$ cat config.mk
export PLATFORM = sky130hd
export DESIGN_NAME = conv_pe_sequencer
export DESIGN_NICKNAME = d
export VERILOG_FILES = /design/src/rtl/conv_pkg.sv /design/src/rtl/conv_tap_counter.sv /design/src/rtl/conv_pe_sequencer.sv
export SDC_FILE = /design/constraint.sdc
export NUM_CORES = 1
export LEC_CHECK = 0
export CAP_MARGIN = 40
export CORE_ASPECT_RATIO = 2
export CORE_MARGIN = 2
export CORE_UTILIZATION = 42
export CTS_CLUSTER_DIAMETER = 150
export DETAILED_ROUTE_END_ITERATION = 8
export PLACE_DENSITY_LB_ADDON = 0.3
export SYNTH_ARGS = -nofsm -noshare
export SYNTH_HDL_FRONTEND = slang
export SYNTH_SLANG_ARGS = --single-unit
$ cat constraint.sdc
create_clock -name clk -period 2.2 [get_ports clk]
set_input_delay 0.44 -clock clk [delete_from_list [all_inputs] [get_ports clk]]
set_output_delay 0.44 -clock clk [all_outputs]
set_load 0.02 [all_outputs]
$ cat src/rtl/conv_pkg.sv
// Shared types and address helpers for the convolution PE sequencer.
// Pure declarations: no logic, no latency, no flow control.
package conv_pkg;

    localparam int PSUM_W = 32;

    typedef logic signed [1:0] tern_t;

    typedef enum logic [1:0] {
        ST_IDLE = 2'd0,
        ST_RUN  = 2'd1,
        ST_OUT  = 2'd2
    } state_e;

    function automatic int unsigned wt_addr_f(
        input int unsigned c,
        input int unsigned ky,
        input int unsigned kx,
        input int unsigned k
    );
        return c * k * k + ky * k + kx;
    endfunction

    function automatic int unsigned ifm_addr_f(
        input int unsigned c,
        input int unsigned ky,
        input int unsigned kx,
        input int unsigned oy,
        input int unsigned ox,
        input int unsigned h,
        input int unsigned w
    );
        return c * h * w + (oy + ky) * w + (ox + kx);
    endfunction

endpackage

$ cat src/rtl/conv_tap_counter.sv
// Nested c/ky/kx tap counters (kx fastest) with last-tap flag and memory addresses.
// Addresses are combinational from the counter flops; clr beats en; holds when en=0.
module conv_tap_counter #(
    parameter int K      = 3,
    parameter int C      = 1,
    parameter int IMG_H  = 32,
    parameter int IMG_W  = 32,
    parameter int ADDR_W = 16
) (
    input  logic              clk,
    input  logic              rst_n,
    input  logic              clr,
    input  logic              en,
    input  logic [ADDR_W-1:0] oy,
    input  logic [ADDR_W-1:0] ox,
    output logic              last,
    output logic [ADDR_W-1:0] wt_addr,
    output logic [ADDR_W-1:0] ifm_addr
);
    import conv_pkg::*;

    localparam int KW = (K > 1) ? $clog2(K) : 1;
    localparam int CW = (C > 1) ? $clog2(C) : 1;
    localparam logic [KW-1:0] K_LAST = KW'(K - 1);
    localparam logic [CW-1:0] C_LAST = CW'(C - 1);

    logic [KW-1:0] kx_q, kx_d;
    logic [KW-1:0] ky_q, ky_d;
    logic [CW-1:0] c_q, c_d;

    always_comb begin
        kx_d = kx_q;
        ky_d = ky_q;
        c_d  = c_q;
        if (clr) begin
            kx_d = '0;
            ky_d = '0;
            c_d  = '0;
        end else if (en) begin
            if (kx_q != K_LAST) begin
                kx_d = kx_q + 1'b1;
            end else begin
                kx_d = '0;
                if (ky_q != K_LAST) begin
                    ky_d = ky_q + 1'b1;
                end else begin
                    ky_d = '0;
                    c_d  = (c_q == C_LAST) ? '0 : c_q + 1'b1;
                end
            end
        end
    end

    always_ff @(posedge clk) begin
        if (!rst_n) begin
            kx_q <= '0;
            ky_q <= '0;
            c_q  <= '0;
        end else begin
            kx_q <= kx_d;
            ky_q <= ky_d;
            c_q  <= c_d;
        end
    end

    assign last     = (kx_q == K_LAST) && (ky_q == K_LAST) && (c_q == C_LAST);
    assign wt_addr  = ADDR_W'(wt_addr_f(32'(c_q), 32'(ky_q), 32'(kx_q), K));
    assign ifm_addr = ADDR_W'(ifm_addr_f(32'(c_q), 32'(ky_q), 32'(kx_q),
                                         32'(oy), 32'(ox), IMG_H, IMG_W));

endmodule

$ cat src/rtl/conv_pe_sequencer.sv
// Drives one ternary PE through a valid stride-1 convolution, one pixel per K*K*C taps.
// T+1 cycles from RUN entry to out_valid; OUT holds pixel and addresses until out_ready.
module conv_pe_sequencer #(
    parameter int K      = 3,
    parameter int C      = 1,
    parameter int IMG_H  = 32,
    parameter int IMG_W  = 32,
    parameter int ADDR_W = 16,
    parameter int PSUM_W = conv_pkg::PSUM_W
) (
    input  logic              clk,
    input  logic              rst_n,
    input  logic              start,
    output logic              busy,
    output logic              done,
    output logic [ADDR_W-1:0] wt_addr,
    output logic [ADDR_W-1:0] ifm_addr,
    input  logic [1:0]        wt_rdata,
    input  logic [1:0]        ifm_rdata,
    output logic [PSUM_W-1:0] pe_inpsum,
    output logic [1:0]        pe_weight,
    output logic [1:0]        pe_infmap,
    input  logic [PSUM_W-1:0] pe_outpsum,
    output logic              out_valid,
    input  logic              out_ready,
    output logic [PSUM_W-1:0] out_data,
    output logic [15:0]       zero_cnt
);
    import conv_pkg::*;

    localparam int OH = IMG_H - K + 1;
    localparam int OW = IMG_W - K + 1;
    localparam int YW = (OH > 1) ? $clog2(OH) : 1;
    localparam int XW = (OW > 1) ? $clog2(OW) : 1;
    localparam logic [YW-1:0] OY_LAST = YW'(OH - 1);
    localparam logic [XW-1:0] OX_LAST = XW'(OW - 1);

    state_e            state_q, state_d;
    logic              issued_q, issued_d;
    logic              tap_valid_q, tap_valid_d;
    logic              done_q, done_d;
    logic [PSUM_W-1:0] acc_q, acc_d;
    logic [PSUM_W-1:0] out_data_q, out_data_d;
    logic [15:0]       zero_cnt_q, zero_cnt_d;
    logic [YW-1:0]     oy_q, oy_d;
    logic [XW-1:0]     ox_q, ox_d;

    logic  tap_clr, tap_en, tap_last;
    logic  handshake, last_pix;
    tern_t ifm_v;

    assign ifm_v     = tern_t'(ifm_rdata);
    assign handshake = (state_q == ST_OUT) && out_ready;
    assign last_pix  = (oy_q == OY_LAST) && (ox_q == OX_LAST);

    always_comb begin
        state_d     = state_q;
        issued_d    = issued_q;
        tap_valid_d = 1'b0;
        done_d      = 1'b0;
        acc_d       = acc_q;
        out_data_d  = out_data_q;
        zero_cnt_d  = zero_cnt_q;
        oy_d        = oy_q;
        ox_d        = ox_q;
        tap_clr     = 1'b0;
        tap_en      = 1'b0;
        case (state_q)
            ST_IDLE: begin
                acc_d      = '0;
                zero_cnt_d = '0;
                issued_d   = 1'b0;
                tap_clr    = 1'b1;
                if (start) begin
                    state_d = ST_RUN;
                end
            end
            ST_RUN: begin
                // Issue phase: the last tap parks the counter so its address stays put.
                tap_valid_d = !issued_q;
                if (!issued_q) begin
                    if (tap_last) begin
                        issued_d = 1'b1;
                    end else begin
                        tap_en = 1'b1;
                    end
                end
                if (tap_valid_q) begin
                    acc_d = pe_outpsum;
                    if (ifm_v == '0 && zero_cnt_q != 16'hFFFF) begin
                        zero_cnt_d = zero_cnt_q + 16'd1;
                    end
                    if (issued_q) begin
                        out_data_d = pe_outpsum;
                        state_d    = ST_OUT;
                    end
                end
            end
            ST_OUT: begin
                if (out_ready) begin
                    acc_d    = '0;
                    issued_d = 1'b0;
                    tap_clr  = 1'b1;
                    if (last_pix) begin
                        oy_d    = '0;
                        ox_d    = '0;
                        done_d  = 1'b1;
                        state_d = ST_IDLE;
                    end else begin
                        state_d = ST_RUN;
                        if (ox_q == OX_LAST) begin
                            ox_d = '0;
                            oy_d = oy_q + 1'b1;
                        end else begin
                            ox_d = ox_q + 1'b1;
                        end
                    end
                end
            end
            default: begin
                state_d = ST_IDLE;
            end
        endcase
    end

    always_ff @(posedge clk) begin
        if (!rst_n) begin
            state_q     <= ST_IDLE;
            issued_q    <= 1'b0;
            tap_valid_q <= 1'b0;
            done_q      <= 1'b0;
            acc_q       <= '0;
            out_data_q  <= '0;
            zero_cnt_q  <= '0;
            oy_q        <= '0;
            ox_q        <= '0;
        end else begin
            state_q     <= state_d;
            issued_q    <= issued_d;
            tap_valid_q <= tap_valid_d;
            done_q      <= done_d;
            acc_q       <= acc_d;
            out_data_q  <= out_data_d;
            zero_cnt_q  <= zero_cnt_d;
            oy_q        <= oy_d;
            ox_q        <= ox_d;
        end
    end

    conv_tap_counter #(
        .K      (K),
        .C      (C),
        .IMG_H  (IMG_H),
        .IMG_W  (IMG_W),
        .ADDR_W (ADDR_W)
    ) u_tap_counter (
        .clk      (clk),
        .rst_n    (rst_n),
        .clr      (tap_clr),
        .en       (tap_en),
        .oy       (ADDR_W'(oy_q)),
        .ox       (ADDR_W'(ox_q)),
        .last     (tap_last),
        .wt_addr  (wt_addr),
        .ifm_addr (ifm_addr)
    );

    assign busy      = (state_q != ST_IDLE);
    assign done      = done_q;
    assign out_valid = (state_q == ST_OUT);
    assign out_data  = out_data_q;
    assign zero_cnt  = zero_cnt_q;
    assign pe_inpsum = acc_q;
    assign pe_weight = wt_rdata;
    assign pe_infmap = ifm_rdata;

endmodule

==> metrics.txt <==
cells along the critical path ha_4, a21oi_4, nor3b_4, ha_4, ha_4, buf_6, nand4_1, and4b_1, nor3_4, buf_6; synth cell count leaders 123 x nand2_1, 99 x dfxtp_1, 85 x a21oi_1; dominant cells by area after synthesis dfxtp_1 41%, nand2_1 9.6%, a21oi_1 8.9%; Total GRT Usage 24.82%; Iteration-0 DRC Markers 218; layout cells sized above 1 19.49%; Slew headroom between 40% and 50%; CP max stage delay roughly 0.34 ns; Yosys Warn Count 0; die height 155.0 um; vias in the first global route 5072; initial antenna violation count 0; crit path max fanout 4; die span in x around 80 um; Post-synth EDFFs 0; first-pass GRT wire length 24.30 mm; Vias/cell 5.397; clock skew 0.009486 ns; sequential area share after synthesis 41.41%; max-slew violations 0; FFs w/ async S/R, synth 0%; share of the synthesized area in the top cell type 41.41%; Most common cell on crit path ha_4; Vias 4976; PwrDens 536.9 nW/um2; PortBufs 138; Fmax 364.0 MHz; Tmin final around 2.7 ns; most frequent cell after synthesis nand2_1; Num Clock Sinks 99; drt first pass iters 6; syn_area_per_cell about 8.0 um2; largest net degree at the start of global routing 39; CTS max path bufs 2; clk_lat worst skew approximately 0.35 ns; drt total wl 15.43 mm; slowest stage cell, crit path dfxtp_2; WL/cell ~17 um; FILL cells 962; final hold violation count 0; RSZ-0062 raised after global routing true; Worst Hold Class flip-flop to flip-flop; Post-Syn Instances 598; Remaining DRCs 0; Nets 835; area leader, netlist dfxtp_1; CP Buf/Inv Count 2; CP Launch Type flip-flop; setup_tns -1.938 ns; Data required, critical path around 1.8 ns; register bit total from synthesis 99; WS Path Type flip-flop to primary output; diode count 0; Pleak 2.694 nW; Starting Density 42.67%; Clk Tree Root Cell clkbuf_16; crit end category primary output; RD Place Congestion 0.9198; Rows between 50 and 60; die area 12320 um2; final antenna-violating net count 0; Worst-Margin Slew roughly 0.76 ns; period utilisation layout 124.9%; total grt overflow 0; Max Cap Viol 0; status finished, violations left; Num CTS Buffers 9; # IOs around 160; setup ws final -0.5473 ns; core area 11220 um2; final setup vio count 9; kind of cell adding the most delay to the critical path simple AND/OR/NAND/NOR gates; arrival time worst endpoint 2.31 ns; VDD IR max 0.5584 mV; Post-Syn Area between 4000 and 5000 um2; Reg clk slew, reported paths 0.07 ns; post-synth cell types 61; TritonCTS clock tree built; area delta synth->final 50.93%; ys flop type dfxtp_1; Post-Place Worst Slack -0.8772 ns; H-tree Lvls 3; Detailed Place HPWL 11.46 mm; failing checks negative setup slack; final core occ 64.39%
[cells in the final DEF (no fill, tap or decap), types with 4 or more instances in the layout]
cell type,instances
a21oi_1,82
a31oi_1,7
buf_12,4
buf_4,67
buf_6,9
clkbuf_16,9
clkdlybuf4s50_1,123
conb_1,16
dfxtp_1,92
dfxtp_2,6
ha_1,9
ha_4,7
inv_1,7
nand2_1,120
nand2b_1,4
nand3_1,40
nand4_1,11
nor2_1,23
nor2b_1,8
nor3_1,4
o211ai_1,12
o21ai_0,11
o31ai_1,4
or3_1,4
or4_1,5
xor2_1,4
[worst min-delay path, stage by stage, from the launching register on]
cell	delay (ns)
dfxtp_1	0.31
nand2_1	0.05
a21oi_1	0.05
[stage by stage]
| step | instances | cell area [um2] | power (W) | hold slack, ns |
|---|---|---|---|---|
| 2_1_floorplan | 613 | 4927 | 0.002076 | 0.4410 |
| 3_3_place_gp | 899 | 6700 | 0.002254 | 0.4388 |
| 3_5_place_dp | 899 | 6700 | 0.002256 | 0.4487 |
| 4_1_cts | 923 | 7217 | 0.003910 | 0.4560 |
| 5_1_grt | 922 | 7223 | 0.004000 | 0.4702 |
| 6_report | 922 | 7223 | 0.003878 | 0.4538 |
[cell families after synthesis]
logic type	share of synthesized area, %
flip-flops	41.41
AND/OR/NAND/NOR	26.56
multiplexers	0.6275
other	0.07836
XOR/XNOR	1.464
AO/OA/AOI/OAI	17.07
buffers and inverters	6.875
adder cells (fa/ha/maj)	5.908
[power by group]
part | switching, W | total (W) | internal, W
Sequential | 0.0000186 | 0.00183 | 0.00182
Combinational | 0.000212 | 0.000383 | 0.000171
Clock | 0.000746 | 0.00166 | 0.000914
[final timing paths]
kind | startpoint | end | slack [ns] | cells past startpoint
worst min register to register | pe_inpsum[1] | pe_inpsum[1] | 0.45 | 2
worst min-delay path | pe_inpsum[1] | pe_inpsum[1] | 0.45 | 2
worst max register to register | zero_cnt[7] | zero_cnt[11] | 0.22 | 4
worst max-delay path | u_tap_counter.kx_q[1] | ifm_addr[9] | -0.55 | 10
[final cells by class]
class	count	area (um2)	area share (%)
clock buffers	9	225.2	3.118
clock inverters	7	92.59	1.282
inverters	11	46.29	0.6409
multi-input cells	447	2745	38.00
flip-flops and latches	99	1993	27.59
well taps	142	177.7	2.460
repair buffers	207	1943	26.90
[repair_timing]
item                                    in CTS  in global routing
endpoints found under the hold margin        0                  0
endpoints found under the setup margin      14                 13
pin swaps                                   15                  6
gates resized for setup                     97                 13
hold buffers                                 0                  0
gates cloned                                 0                  0
setup buffers                               10                  0
[state kept, by name (all words and copies together), names as in the netlist]
signal,flops
done,1
out_data,32
pe_inpsum,32
tap_valid_q,1
state_q,2
issued_q,1
oy_q,5
ox_q,5
zero_cnt,16
u_tap_counter.kx_q,2
u_tap_counter.ky_q,2
[routing by layer]
layer / routed length (um) / up-vias / global-route usage (%)
li1: - / 2415 / -
met1: 5421 / 2327 / 23.97
met2: 8489 / 195 / 47.14
met3: 926 / 39 / 5.510
met4: 588 / 0 / 12.97
met5: 0 / - / 0
No activity file was read; power rests on OpenSTA's default activity.
